File: src/rtl/bsg_dmc_pkg.sv
// Shared types for the DMC clock/delay-line configuration sequencer.
package bsg_dmc_pkg;

  typedef enum logic [2:0] {
    OSC_RESET = 3'd0,
    DLY_RESET = 3'd1,
    DS_RESET  = 3'd2,
    OSC       = 3'd3,
    OSC_TRIG  = 3'd4,
    SEL       = 3'd5,
    DLY       = 3'd6,
    DLY_TRIG  = 3'd7
  } bsg_dmc_cfg_target_e;

  typedef enum logic [1:0] {
    IDLE   = 2'd0,
    WRITE  = 2'd1,
    SETTLE = 2'd2,
    DONE   = 2'd3
  } bsg_dmc_clk_cfg_state_e;

  // Writes that do not depend on the number of DQS groups.
  localparam int unsigned fixed_writes_lp = 10;

endpackage

File: src/rtl/bsg_counter_clear_up.sv
// Up counter with synchronous clear; clear takes priority over increment.
module bsg_counter_clear_up #(
  parameter int unsigned max_val_p = 15,
  parameter int unsigned width_p   = (max_val_p > 0) ? $clog2(max_val_p + 1) : 1
) (
  input  logic               clk_i,
  input  logic               reset_n_i,
  input  logic               clear_i,
  input  logic               up_i,
  output logic [width_p-1:0] count_o
);

  always_ff @(posedge clk_i or negedge reset_n_i) begin
    if (!reset_n_i)   count_o <= '0;
    else if (clear_i) count_o <= '0;
    else if (up_i)    count_o <= count_o + 1'b1;
  end

endmodule

File: src/rtl/bsg_dmc_clk_cfg_seq.sv
// Issues the ordered oscillator/DQS delay-line configuration writes after a
// start pulse, then waits a fixed number of cycles for the clocks to settle.
module bsg_dmc_clk_cfg_seq
  import bsg_dmc_pkg::*;
#(
  parameter int unsigned dq_group_p      = 2,
  parameter int unsigned dly_width_p     = 8,
  parameter int unsigned settle_cycles_p = 16,
  localparam int unsigned idx_width_lp   = (dq_group_p > 1) ? $clog2(dq_group_p) : 1
) (
  input  logic                              clk_i,
  input  logic                              reset_n_i,
  input  logic                              start_i,
  input  logic [dly_width_p-1:0]            osc_val_i,
  input  logic [1:0]                        sel_val_i,
  input  logic [dq_group_p*dly_width_p-1:0] dly_val_i,
  output logic                              cfg_v_o,
  input  logic                              cfg_ready_i,
  output bsg_dmc_cfg_target_e               cfg_target_o,
  output logic [idx_width_lp-1:0]           cfg_idx_o,
  output logic [dly_width_p-1:0]            cfg_data_o,
  output logic                              busy_o,
  output logic                              done_o
);

  localparam int unsigned total_writes_lp = fixed_writes_lp + 3 * dq_group_p;
  localparam int unsigned cnt_width_lp    = $clog2(total_writes_lp);
  localparam int unsigned settle_max_lp   = settle_cycles_p - 1;
  localparam int unsigned settle_width_lp = (settle_max_lp > 0) ? $clog2(settle_max_lp + 1) : 1;

  bsg_dmc_clk_cfg_state_e state_r, state_n;

  logic [cnt_width_lp-1:0]           wr_cnt_r;
  logic [dly_width_p-1:0]            osc_r;
  logic [1:0]                        sel_r;
  logic [dq_group_p*dly_width_p-1:0] dly_r;
  logic [settle_width_lp-1:0]        settle_cnt;
  logic [31:0]                       n;

  logic start_accept, xfer, last_write, settle_last;

  assign start_accept = start_i && ((state_r == IDLE) || (state_r == DONE));
  assign xfer         = (state_r == WRITE) && cfg_ready_i;
  assign last_write   = (wr_cnt_r == cnt_width_lp'(total_writes_lp - 1));
  assign settle_last  = (settle_cnt == settle_width_lp'(settle_max_lp));

  assign cfg_v_o = (state_r == WRITE);
  assign busy_o  = (state_r == WRITE) || (state_r == SETTLE);
  assign done_o  = (state_r == DONE);

  always_ff @(posedge clk_i or negedge reset_n_i) begin
    if (!reset_n_i) state_r <= IDLE;
    else            state_r <= state_n;
  end

  always_ff @(posedge clk_i or negedge reset_n_i) begin
    if (!reset_n_i)        wr_cnt_r <= '0;
    else if (start_accept) wr_cnt_r <= '0;
    else if (xfer)         wr_cnt_r <= last_write ? '0 : wr_cnt_r + 1'b1;
  end

  always_ff @(posedge clk_i or negedge reset_n_i) begin
    if (!reset_n_i) begin
      osc_r <= '0;
      sel_r <= '0;
      dly_r <= '0;
    end else if (start_accept) begin
      osc_r <= osc_val_i;
      sel_r <= sel_val_i;
      dly_r <= dly_val_i;
    end
  end

  always_comb begin
    state_n = state_r;
    unique case (state_r)
      IDLE, DONE: if (start_i)                   state_n = WRITE;
      WRITE:      if (cfg_ready_i && last_write) state_n = SETTLE;
      SETTLE:     if (settle_last)               state_n = DONE;
      default:                                   state_n = IDLE;
    endcase
  end

  // Settle counter sits at zero until SETTLE is entered, so the first
  // SETTLE cycle already counts as cycle 0.
  bsg_counter_clear_up #(
    .max_val_p (settle_max_lp),
    .width_p   (settle_width_lp)
  ) settle_counter (
    .clk_i     (clk_i),
    .reset_n_i (reset_n_i),
    .clear_i   (state_r != SETTLE),
    .up_i      (state_r == SETTLE),
    .count_o   (settle_cnt)
  );

  assign n = 32'(wr_cnt_r);

  // Outputs are forced to their reset values outside WRITE.
  always_comb begin
    cfg_target_o = OSC_RESET;
    cfg_idx_o    = '0;
    cfg_data_o   = '0;
    if (state_r == WRITE) begin
      case (n)
        32'd0:   begin cfg_target_o = OSC_RESET; cfg_data_o = dly_width_p'(1); end
        32'd1:   begin cfg_target_o = DLY_RESET; cfg_data_o = dly_width_p'(1); end
        32'd2:   begin cfg_target_o = DS_RESET;  cfg_data_o = dly_width_p'(1); end
        32'd3:   cfg_target_o = OSC_RESET;
        32'd4:   cfg_target_o = DLY_RESET;
        32'd5:   begin cfg_target_o = OSC;       cfg_data_o = osc_r; end
        32'd6:   begin cfg_target_o = OSC_TRIG;  cfg_data_o = dly_width_p'(1); end
        32'd7:   cfg_target_o = OSC_TRIG;
        32'd8:   begin cfg_target_o = SEL;       cfg_data_o = dly_width_p'(sel_r); end
        default: ;
      endcase
      for (int unsigned g = 0; g < dq_group_p; g++) begin
        if (n == 9 + 3 * g) begin
          cfg_target_o = DLY;
          cfg_idx_o    = idx_width_lp'(g);
          cfg_data_o   = dly_r[g*dly_width_p +: dly_width_p];
        end
        if (n == 10 + 3 * g) begin
          cfg_target_o = DLY_TRIG;
          cfg_idx_o    = idx_width_lp'(g);
          cfg_data_o   = dly_width_p'(1);
        end
        if (n == 11 + 3 * g) begin
          cfg_target_o = DLY_TRIG;
          cfg_idx_o    = idx_width_lp'(g);
        end
      end
      if (n == total_writes_lp - 1) cfg_target_o = DS_RESET;
    end
  end

endmodule

File: config.mk
export PLATFORM = sky130hd
export DESIGN_NAME = bsg_dmc_clk_cfg_seq
export DESIGN_NICKNAME = d
export VERILOG_FILES = /design/src/rtl/bsg_dmc_pkg.sv /design/src/rtl/bsg_counter_clear_up.sv /design/src/rtl/bsg_dmc_clk_cfg_seq.sv
export SDC_FILE = /design/constraint.sdc
export NUM_CORES = 1
export LEC_CHECK = 0
export ABC_AREA = 0
export CORE_MARGIN = 10
export CORE_UTILIZATION = 40
export DETAILED_ROUTE_END_ITERATION = 8
export PLACE_DENSITY = 0.8
export RECOVER_POWER = 100
export SLEW_MARGIN = 20
export SYNTH_ARGS = -nofsm -noshare
export SYNTH_HDL_FRONTEND = slang
export SYNTH_SLANG_ARGS = --single-unit
File: constraint.sdc
create_clock -name clk_i -period 2 [get_ports clk_i]
set_clock_uncertainty 0.15 [all_clocks]
set_input_delay 0.4 -clock clk_i [delete_from_list [all_inputs] [get_ports clk_i]]
set_output_delay 0.4 -clock clk_i [all_outputs]
set_load 0.01 [all_outputs]
# Word-level counts from Yosys, hierarchy flattened
# Index checks and enable logic that the tools add are counted.
# classes
addsub,2
n_eq_ne,22
muxes,28
n_reduce_logical,14
# op_table
op,count
2-to-1 mux 8 bit,5
"equality test 4 bit, second input constant",9
zero test 32 bit,1
2-to-1 mux 3 bit,8
case mux 8 bit (3 select lines),1
2-to-1 mux 4 bit,5
"equality test 4 x 3 -> 1 bit, second input constant",4
case mux 3 bit (5 select lines),1
"adder 4 x 1 -> 4 bit, second input constant",2
2-to-1 mux 2 bit,3
"inequality test 2 bit, second input constant",3
case mux 2 bit (3 select lines),1
OR reduction 2 bit,3
"equality test 2 bit, second input constant",2
"equality test 4 x 1 -> 1 bit, second input constant",1
"equality test 4 x 2 -> 1 bit, second input constant",1
2-to-1 mux 1 bit,4
nonzero test 2 bit,2
OR reduction 4 bit,1
logical AND 1 bit,3
AND reduction 3 bit,1
"equality test 2 x 1 -> 1 bit, second input constant",1
zero test 2 bit,1
logical OR 1 bit,2
"inequality test 2 x 1 -> 1 bit, second input constant",1
# totals
ff_bits,36
input_bits,30
output_inout_bits,15
wordCells,72

# Depth between registers and ports, before layout
# Gate-level depths: netlist of run 1.
# logic_depth
depth_word,11
depth_mapped,7
depth_no_buf,6

# Hierarchy
# From an unflattened synthesis of run 1, not the netlist that was laid out.
# unflattened
cells_unflattened,175
hier_area_um2,1981.9
# modules_own_cells
mod,n_inst,cells_per_inst,area_each_um2,seq_area_each_um2
bsg_dmc_clk_cfg_seq,1,159,1789.2,800.8
bsg_counter_clear_up,1,16,192.7,100.1

# Worst setup path before layout of run 1
# No wires, ideal clock.
# synth_timing
path_kind,register -> output
startpoint,reg wr_cnt_r[0]
endpoint,out cfg_data_o[2]
t_arrival_ns,1.486
required_ns,1.450
path_slack_ns,-0.036
stages_incl_launch_ff,7
path_buffers,1
path_cell_list,dfrtp_1 inv_1 ha_1 clkbuf_1 o21ai_1 nand3_1 o21ai_0
# synth_via
elab_chain_len,8
elab_cells_between_ends,17
cone_classes,eq/ne: 9; mux: 6; reduce/logical: 2
# synth_lines
item,line_no,source
"start, declared",bsg_dmc_clk_cfg_seq.sv:33,logic [cnt_width_lp-1:0] wr_cnt_r;
"start signal, assigned",bsg_dmc_clk_cfg_seq.sv:59,else if (xfer) wr_cnt_r <= last_write ? '0 : wr_cnt_r + 1'b1;
zero test 32 bit (tied with other cells),bsg_dmc_clk_cfg_seq.sv:105,case (n)
OR reduction 4 bit (no source line),--,
case mux 8 bit (3 select lines),bsg_dmc_clk_cfg_seq.sv:105,
2-to-1 mux 8 bit,bsg_dmc_clk_cfg_seq.sv:118,if (n == 9 + 3 * g) begin
2-to-1 mux 8 bit,bsg_dmc_clk_cfg_seq.sv:123,if (n == 10 + 3 * g) begin
2-to-1 mux 8 bit,bsg_dmc_clk_cfg_seq.sv:118,
2-to-1 mux 8 bit (*),bsg_dmc_clk_cfg_seq.sv:123,
2-to-1 mux 8 bit (*),bsg_dmc_clk_cfg_seq.sv:104,if (state_r == WRITE) begin
"end, declared",bsg_dmc_clk_cfg_seq.sv:21,"output logic [dly_width_p-1:0] cfg_data_o,"
# Mark *: on every way between the ends. The rest lies on a longest branch, timed or not.

# Worst setup path in the final report of run 1
# layout_timing
startpoint,reg wr_cnt_r[0]
endpoint,out cfg_data_o[0]
# The elaborated chain is that of the path after synthesis.

==> impl_metrics.env, run 1 <==
export IMPL_synth_top_cell_by_area="dfrtp_1"
export IMPL_cts_htree_levels=2
export IMPL_seqPwrFrac_pct=33.8
export IMPL_rows=25
export IMPL_utilization_pct=62.8
export IMPL_synth_cells=181
export IMPL_crit_path_start_kind="flop"
export IMPL_yosysWarnings=0
export IMPL_timing_final_crit_period_ns=2.31
export IMPL_setup_ws_ns=-0.306
export IMPL_crit_type="reg2out"
export IMPL_grt_pass1_wl_um=8600
export IMPL_ys_ff_latch=36
export IMPL_cts_clk_slew_worst_paths_ns=0.07
export IMPL_wl_um=5010
export IMPL_worstSkewPairLatency_ns=0.29
export IMPL_p_switching_w=0.00132
export IMPL_clock_root_buffer="clkbuf_8"
export IMPL_cts_buffers=5
export IMPL_layout_nets=309
export IMPL_track_usage_pct=13.7
export IMPL_gr_total_overflow=0
export IMPL_numPortBuffers=44
export IMPL_layout_drive_gt1_share_pct=46.5
export IMPL_synth_most_common_cell="dfrtp_1"
export IMPL_synth_area_mm2=0.00191
export IMPL_io_pins=45
export IMPL_pre_cts_ws_ns=-0.460
export IMPL_cp_max_fo=3
export IMPL_first_global_vias=1914
export IMPL_grt_busiest_layer="met2"
export IMPL_drt_iter0_drc=100
export IMPL_yosysSeqAreaShare_pct=47.2
export IMPL_syn_area_per_cell_um2=10.5
export IMPL_detail_route_antenna_nets=0
export IMPL_relSlewSlack_pct=41.5
export IMPL_slew_viol_final=0
export IMPL_vdd_drop_max_uv=719
export IMPL_wire_per_inst_um=15.4
export IMPL_synth_fp_nets=220
export IMPL_totalNegativeSetupSlack_ns=-3.64
export IMPL_die_area_mm2=0.00793
export IMPL_rsz0062_at_grt="true"
export IMPL_status="finished, violations left"
export IMPL_leakage_nw=1.29
export IMPL_dr_pass1_iters=4
export IMPL_maxCapViolCount=0
export IMPL_grt_max_degree=37
export IMPL_clock_fmax_ghz=0.434
export IMPL_place_area_mm2=0.00267
export IMPL_netlist_top_cells_area="dfrtp_1 47%, mux2_2 15%, ha_1 5.9%"
export IMPL_num_antenna_cells=0
export IMPL_fin_area_mm2=0.00293
export IMPL_synthTopCellsByCount="36 x dfrtp_1, 26 x mux2_2, 18 x nand2_1"
export IMPL_fp_coreArea_mm2=0.00466
export IMPL_swShare_pct=35.3
export IMPL_hold_slack_ns=0.317
export IMPL_use_met1_pct=15.6
export IMPL_area_growth_pct=53.3
export IMPL_synth_top_area_share_pct=47.2
export IMPL_die_w_um=89.1
export IMPL_gp_congestion=0.866
export IMPL_synth_edf_count=0
export IMPL_cp_end_kind="output port"
export IMPL_synth_ff_type="dfrtp_1"
export IMPL_min_path_type="reg2reg"
export IMPL_vias_per_cell=5.25
export IMPL_async_flop_share_pct=100
export IMPL_cts_sinks=36
export IMPL_hpwl_um=3640
export IMPL_route_vias_total=1707
export IMPL_met2_usage_pct=22.7
export IMPL_drc_errors=0
export IMPL_start_util_pct=40.9
export IMPL_crit_arrival_ns=1.76
export IMPL_p_clk_share_pct=14.3
export IMPL_worst_pin_slew_ns=0.878
export IMPL_antenna_found_initial=0
export IMPL_required_ns=1.45
export IMPL_die_height_um=89.1
export IMPL_powerDensity_mw_per_mm2=1280
export IMPL_yosysUniqueCellTypes=33
export IMPL_final_hold_violation_count=0
export IMPL_period_share_pct=115
export IMPL_clockBufferDepth=2
export IMPL_violations="setup timing"
export IMPL_setup_violations_final=38
export IMPL_p_comb_share_pct=51.9
export IMPL_cts_tree="yes"
export IMPL_use_met3_pct=4.47
export IMPL_power_internal_w=0.00242
cells by family after synthesis:
family	count (synthesis)	synth area share, %
AND/OR/NAND/NOR	47	11.9
AO/OA/AOI/OAI	41	13.6
flip-flops	36	47.2
multiplexers	27	15.9
buffers and inverters	18	4.13
adder cells (fa/ha/maj)	9	5.90
XOR/XNOR	3	1.38
worst paths after layout:
kind,from,to,slack [ns],cells after the start
worst max-delay path,wr_cnt_r[0]$_DFFE_PN0P_,cfg_data_o[0],-0.31,7
worst min register to register,settle_counter.count_o[0]$_DFF_PN0_,settle_counter.count_o[0]$_DFF_PN0_,0.32,1
worst max register to register,state_r[0]$_DFFE_PN0P_,dly_r[14]$_DFFE_PN0P_,-0.05,6
worst min-delay path,settle_counter.count_o[0]$_DFF_PN0_,settle_counter.count_o[0]$_DFF_PN0_,0.32,1
min in group asynchronous,reset_n_i,sel_r[1]$_DFFE_PN0P_,0.60,2
max in group asynchronous,reset_n_i,wr_cnt_r[3]$_DFFE_PN0P_,0.49,2
metal layers:
layer	up-vias	wire length (µm)
met5	-	0
met4	0	69
met3	6	304
met2	46	2480
met1	824	2160
li1	831	-
sequential cells by signal (all words and copies together) (netlist names):
| name | cells |
|---|---|
| dly_r | 16 |
| osc_r | 8 |
| sel_r | 2 |
| settle_counter.count_o | 4 |
| state_r | 2 |
| wr_cnt_r | 4 |
layout by cell type, fill, tap and decap left out, drive strengths merged:
cell	Yosys	layout
a211oi	1	1
a21o	1	1
a21oi	10	10
a22oi	7	7
a31oi	1	1
a32oi	1	1
and2	6	6
buf	9	56
clkbuf	1	14
clkdlybuf4s50	0	28
dfrtp	36	36
dlygate4sd2	0	1
dlygate4sd3	0	1
ha	9	9
inv	8	8
mux2	26	26
mux2i	1	1
nand2	18	18
nand3	5	5
nand4	2	2
nand4b	1	1
nor2	10	10
nor2b	2	2
nor3	2	2
nor3b	1	1
o211ai	1	1
o21a	1	1
o21ai	14	14
o221ai	2	2
o311a	2	2
xnor2	1	1
xor2	2	2
critical path: stages (launching register included):
cell and delay [ns]:
dfrtp_1 0.41, inv_2 0.09, ha_4 0.17, o21ai_2 0.13, buf_4 0.13, a31oi_1 0.03
o311a_1 0.35, buf_2 0.15
power by group through the flow:
stage / Combinational, W / Clock (W) / Sequential [W]
after global routing: 0.00212 / 0.000573 / 0.00131
after CTS: 0.00191 / 0.000539 / 0.00125
after floorplan: 0.00101 / 0 / 0.00120
after detailed placement: 0.00168 / 0 / 0.00125
final: 0.00194 / 0.000535 / 0.00126
after global placement: 0.00164 / 0 / 0.00123
cell type report:
| class | instances | area [µm²] |
|---|---|---|
| clock buffer | 8 | 90.1 |
| fill | 340 | 1740 |
| inverter | 8 | 30.0 |
| multi-input combinational | 127 | 1070 |
| sequential | 36 | 902 |
| tap | 54 | 67.6 |
| timing repair buffer | 92 | 762 |
metrics by stage:
stage	total power, W	instances
floorplan	0.00221	181
global placement	0.00287	308
detailed placement	0.00293	308
CTS	0.00370	322
global route	0.00400	325
finish	0.00374	325
timing repair:
| action | in CTS | in global routing |
|---|---|---|
| endpoints found under the setup margin | 15 | 14 |
| resized for setup | 92 | 24 |
| buffers inserted | 6 | 3 |
| pin swaps | 12 | 15 |
| hold buffers | 0 | 0 |
Power figures use the tool's default switching activity.
==> inputs of run 2 (changes only) <==
CORE_UTILIZATION = 49   (was 40)
PLACE_DENSITY = 0.9   (was 0.8)
clock period = 2.3 ns   (was 2 ns; I/O delays follow)
==> impl_metrics.env, run 2 (same netlist as run 1, synthesis figures left out) <==
export IMPL_status="finished, violations left"
export IMPL_violations="setup timing"
export IMPL_route_vias_total=1745
export IMPL_endpoint="cfg_data_o[1]"
export IMPL_rr_worst_depth=6
export IMPL_powerDensity_mw_per_mm2=1200
export IMPL_nFillCells=235
export IMPL_vias_per_cell=5.70
export IMPL_wire_per_inst_um=19.2
export IMPL_timing_final_crit_period_ns=2.35
export IMPL_dr_pass1_iters=4
export IMPL_leakage_nw=1.23
export IMPL_reg_top3="dly_r (16), osc_r (8)"
export IMPL_mostFrequentLayoutCells="33 x dfrtp_1, 29 x clkdlybuf4s50_1, 27 x buf_4"
export IMPL_crit_chain="inv_2 > ha_4 > buf_8 > nor2_2 > o21a_1 > o221ai_2 > o21ai_1 > buf_2"
export IMPL_start_util_pct=51.3
export IMPL_cp_end_kind="output port"
export IMPL_ff_latch_area_um2=905
export IMPL_worst_r2r_endpoint="osc_r[2]$_DFFE_PN0P_"
export IMPL_regMostFlops="dly_r"
export IMPL_cp_max_fo=7
export IMPL_max_stage_delay_ns=0.40
export IMPL_die_w_um=82.4
export IMPL_path_depth=8
export IMPL_min_path_type="reg2reg"
export IMPL_totalNegativeSetupSlack_ns=-0.144
export IMPL_rr_startpoint="state_r[0]$_DFFE_PN0P_"
export IMPL_antenna_found_initial=0
export IMPL_clock_root_buffer="clkbuf_8"
export IMPL_final_hold_violation_count=0
export IMPL_required_ns=1.69
export IMPL_worst_pin_slew_ns=0.883
export IMPL_largest_reg_flops=16
export IMPL_numPortBuffers=44
export IMPL_path_buf_inv=3
export IMPL_cts_htree_levels=2
export IMPL_cts_clk_slew_worst_paths_ns=0.07
export IMPL_gr_total_overflow=0
export IMPL_cts_tree="yes"
export IMPL_num_antenna_cells=0
export IMPL_layout_nets=296
export IMPL_clockBufferDepth=2
export IMPL_rsz0062_at_grt="true"
export IMPL_final_common_cell="dfrtp_1"
export IMPL_detail_route_antenna_nets=0
export IMPL_rrSetupSlack_ns=0.25
export IMPL_vdd_drop_max_uv=913
export IMPL_maxCapViolCount=0
export IMPL_crit_type="reg2out"
export IMPL_drt_iter0_drc=221
export IMPL_drc_errors=0
export IMPL_die_height_um=82.4
export IMPL_clock_fmax_ghz=0.426
export IMPL_cp_top_family="flip-flops"
export IMPL_io_pins=45
export IMPL_cts_hold_buf=0
export IMPL_slowest_stage="dfrtp_1"
export IMPL_gp_congestion=0.863
export IMPL_first_global_vias=1828
export IMPL_period_share_pct=102
export IMPL_rows=22
export IMPL_relSlewSlack_pct=41.1
export IMPL_track_usage_pct=17.6
export IMPL_setup_violations_final=7
export IMPL_grt_max_degree=37
export IMPL_cts_buffers=5
export IMPL_worstSkewPairLatency_ns=0.29
export IMPL_crit_path_start_kind="flop"
export IMPL_utilization_pct=76.7
export IMPL_setup_ws_ns=-0.0457
export IMPL_crit_arrival_ns=1.74
export IMPL_grt_pass1_wl_um=9270
export IMPL_cts_sinks=36
export IMPL_slew_viol_final=0
export IMPL_hpwl_um=3900
export IMPL_die_area_mm2=0.00679
export IMPL_fp_coreArea_mm2=0.00372
export IMPL_area_growth_pct=49.4
export IMPL_layout_drive_gt1_share_pct=42.6
export IMPL_wl_um=5880
export IMPL_crit_start="wr_cnt_r[0]$_DFFE_PN0P_"
export IMPL_multi_input_area_mm2=0.00106
==> run 2: changes by cell type in the layout (fill, tap and decap cells not counted), moves of 2 or more <==
cell,change
nand2_2,-5
buf_2,-2
dfrtp_1,-2
inv_4,+2
buf_6,-7
clkbuf_1,-2
buf_4,-6
nand2_1,+5
dfrtp_2,+2
==> run 2: worst min path at each step <==
stage	slack [ns]	to	cells past startpoint	startpoint
after global placement	0.30	settle_counter.count_o[0]$_DFF_PN0_	1	settle_counter.count_o[0]$_DFF_PN0_
after detailed placement	0.31	settle_counter.count_o[0]$_DFF_PN0_	1	settle_counter.count_o[0]$_DFF_PN0_
final	0.32	settle_counter.count_o[0]$_DFF_PN0_	1	settle_counter.count_o[0]$_DFF_PN0_
after global routing	0.35	settle_counter.count_o[0]$_DFF_PN0_	1	settle_counter.count_o[0]$_DFF_PN0_
after CTS	0.32	settle_counter.count_o[0]$_DFF_PN0_	1	settle_counter.count_o[0]$_DFF_PN0_
after floorplan	0.01	dly_r[0]$_DFFE_PN0P_	0	reset_n_i
==> run 2: area by class of cell <==
cell class / count / area share [%]
tap: 48 / 2.11
sequential: 36 / 31.7
multi-input combinational: 127 / 37.0
clock buffer: 7 / 3.38
timing repair buffer: 79 / 23.5
clock inverter: 1 / 1.05
inverter: 8 / 1.23
==> run 2: report_power, final <==
| group | switching, W | internal (W) | leakage [nW] | total [W] |
|---|---|---|---|---|
| sequential | 0.000204 | 0.000920 | 0.432 | 0.00112 |
| combinational | 0.000783 | 0.000904 | 0.737 | 0.00169 |
| clock | 0.000226 | 0.000382 | 0.0645 | 0.000608 |
==> run 2: routing by layer <==
metal / up-vias / routed length (µm) / track usage (%)
met2: 75 / 2980 / 29.5
met5: - / 0 / 0
met4: 0 / 202 / 8.67
met3: 18 / 350 / 4.21
li1: 796 / - / -
met1: 856 / 2350 / 20.7
==> run 2: what timing repair did <==
action,in CTS,in global routing
gates resized for setup,86,16
endpoints found under the setup margin,14,12
pin swaps,15,9
setup buffers,7,0
==> run 2: worst register-to-register path, delay by kind of cell, from the launching register on <==
kind	cells	cell delay (ns)
adder cells (fa/ha/maj)	1	0.29
flip-flops	1	0.42
AND/OR/NAND/NOR	1	0.19
buffers and inverters	3	0.52
multiplexers	1	0.37
==> run 2: per-stage QoR <==
step	instances	cell area, µm²	hold WS (ns)	power (W)	setup slack [ns]
finish	306	2850	0.316	0.00342	-0.0457
floorplan	181	1910	0.0144	0.00192	0.204
global route	306	2850	0.345	0.00362	-0.115
CTS	306	2840	0.319	0.00333	-0.0233
detailed placement	291	2580	0.309	0.00249	-0.257
global placement	291	2580	0.302	0.00241	-0.185
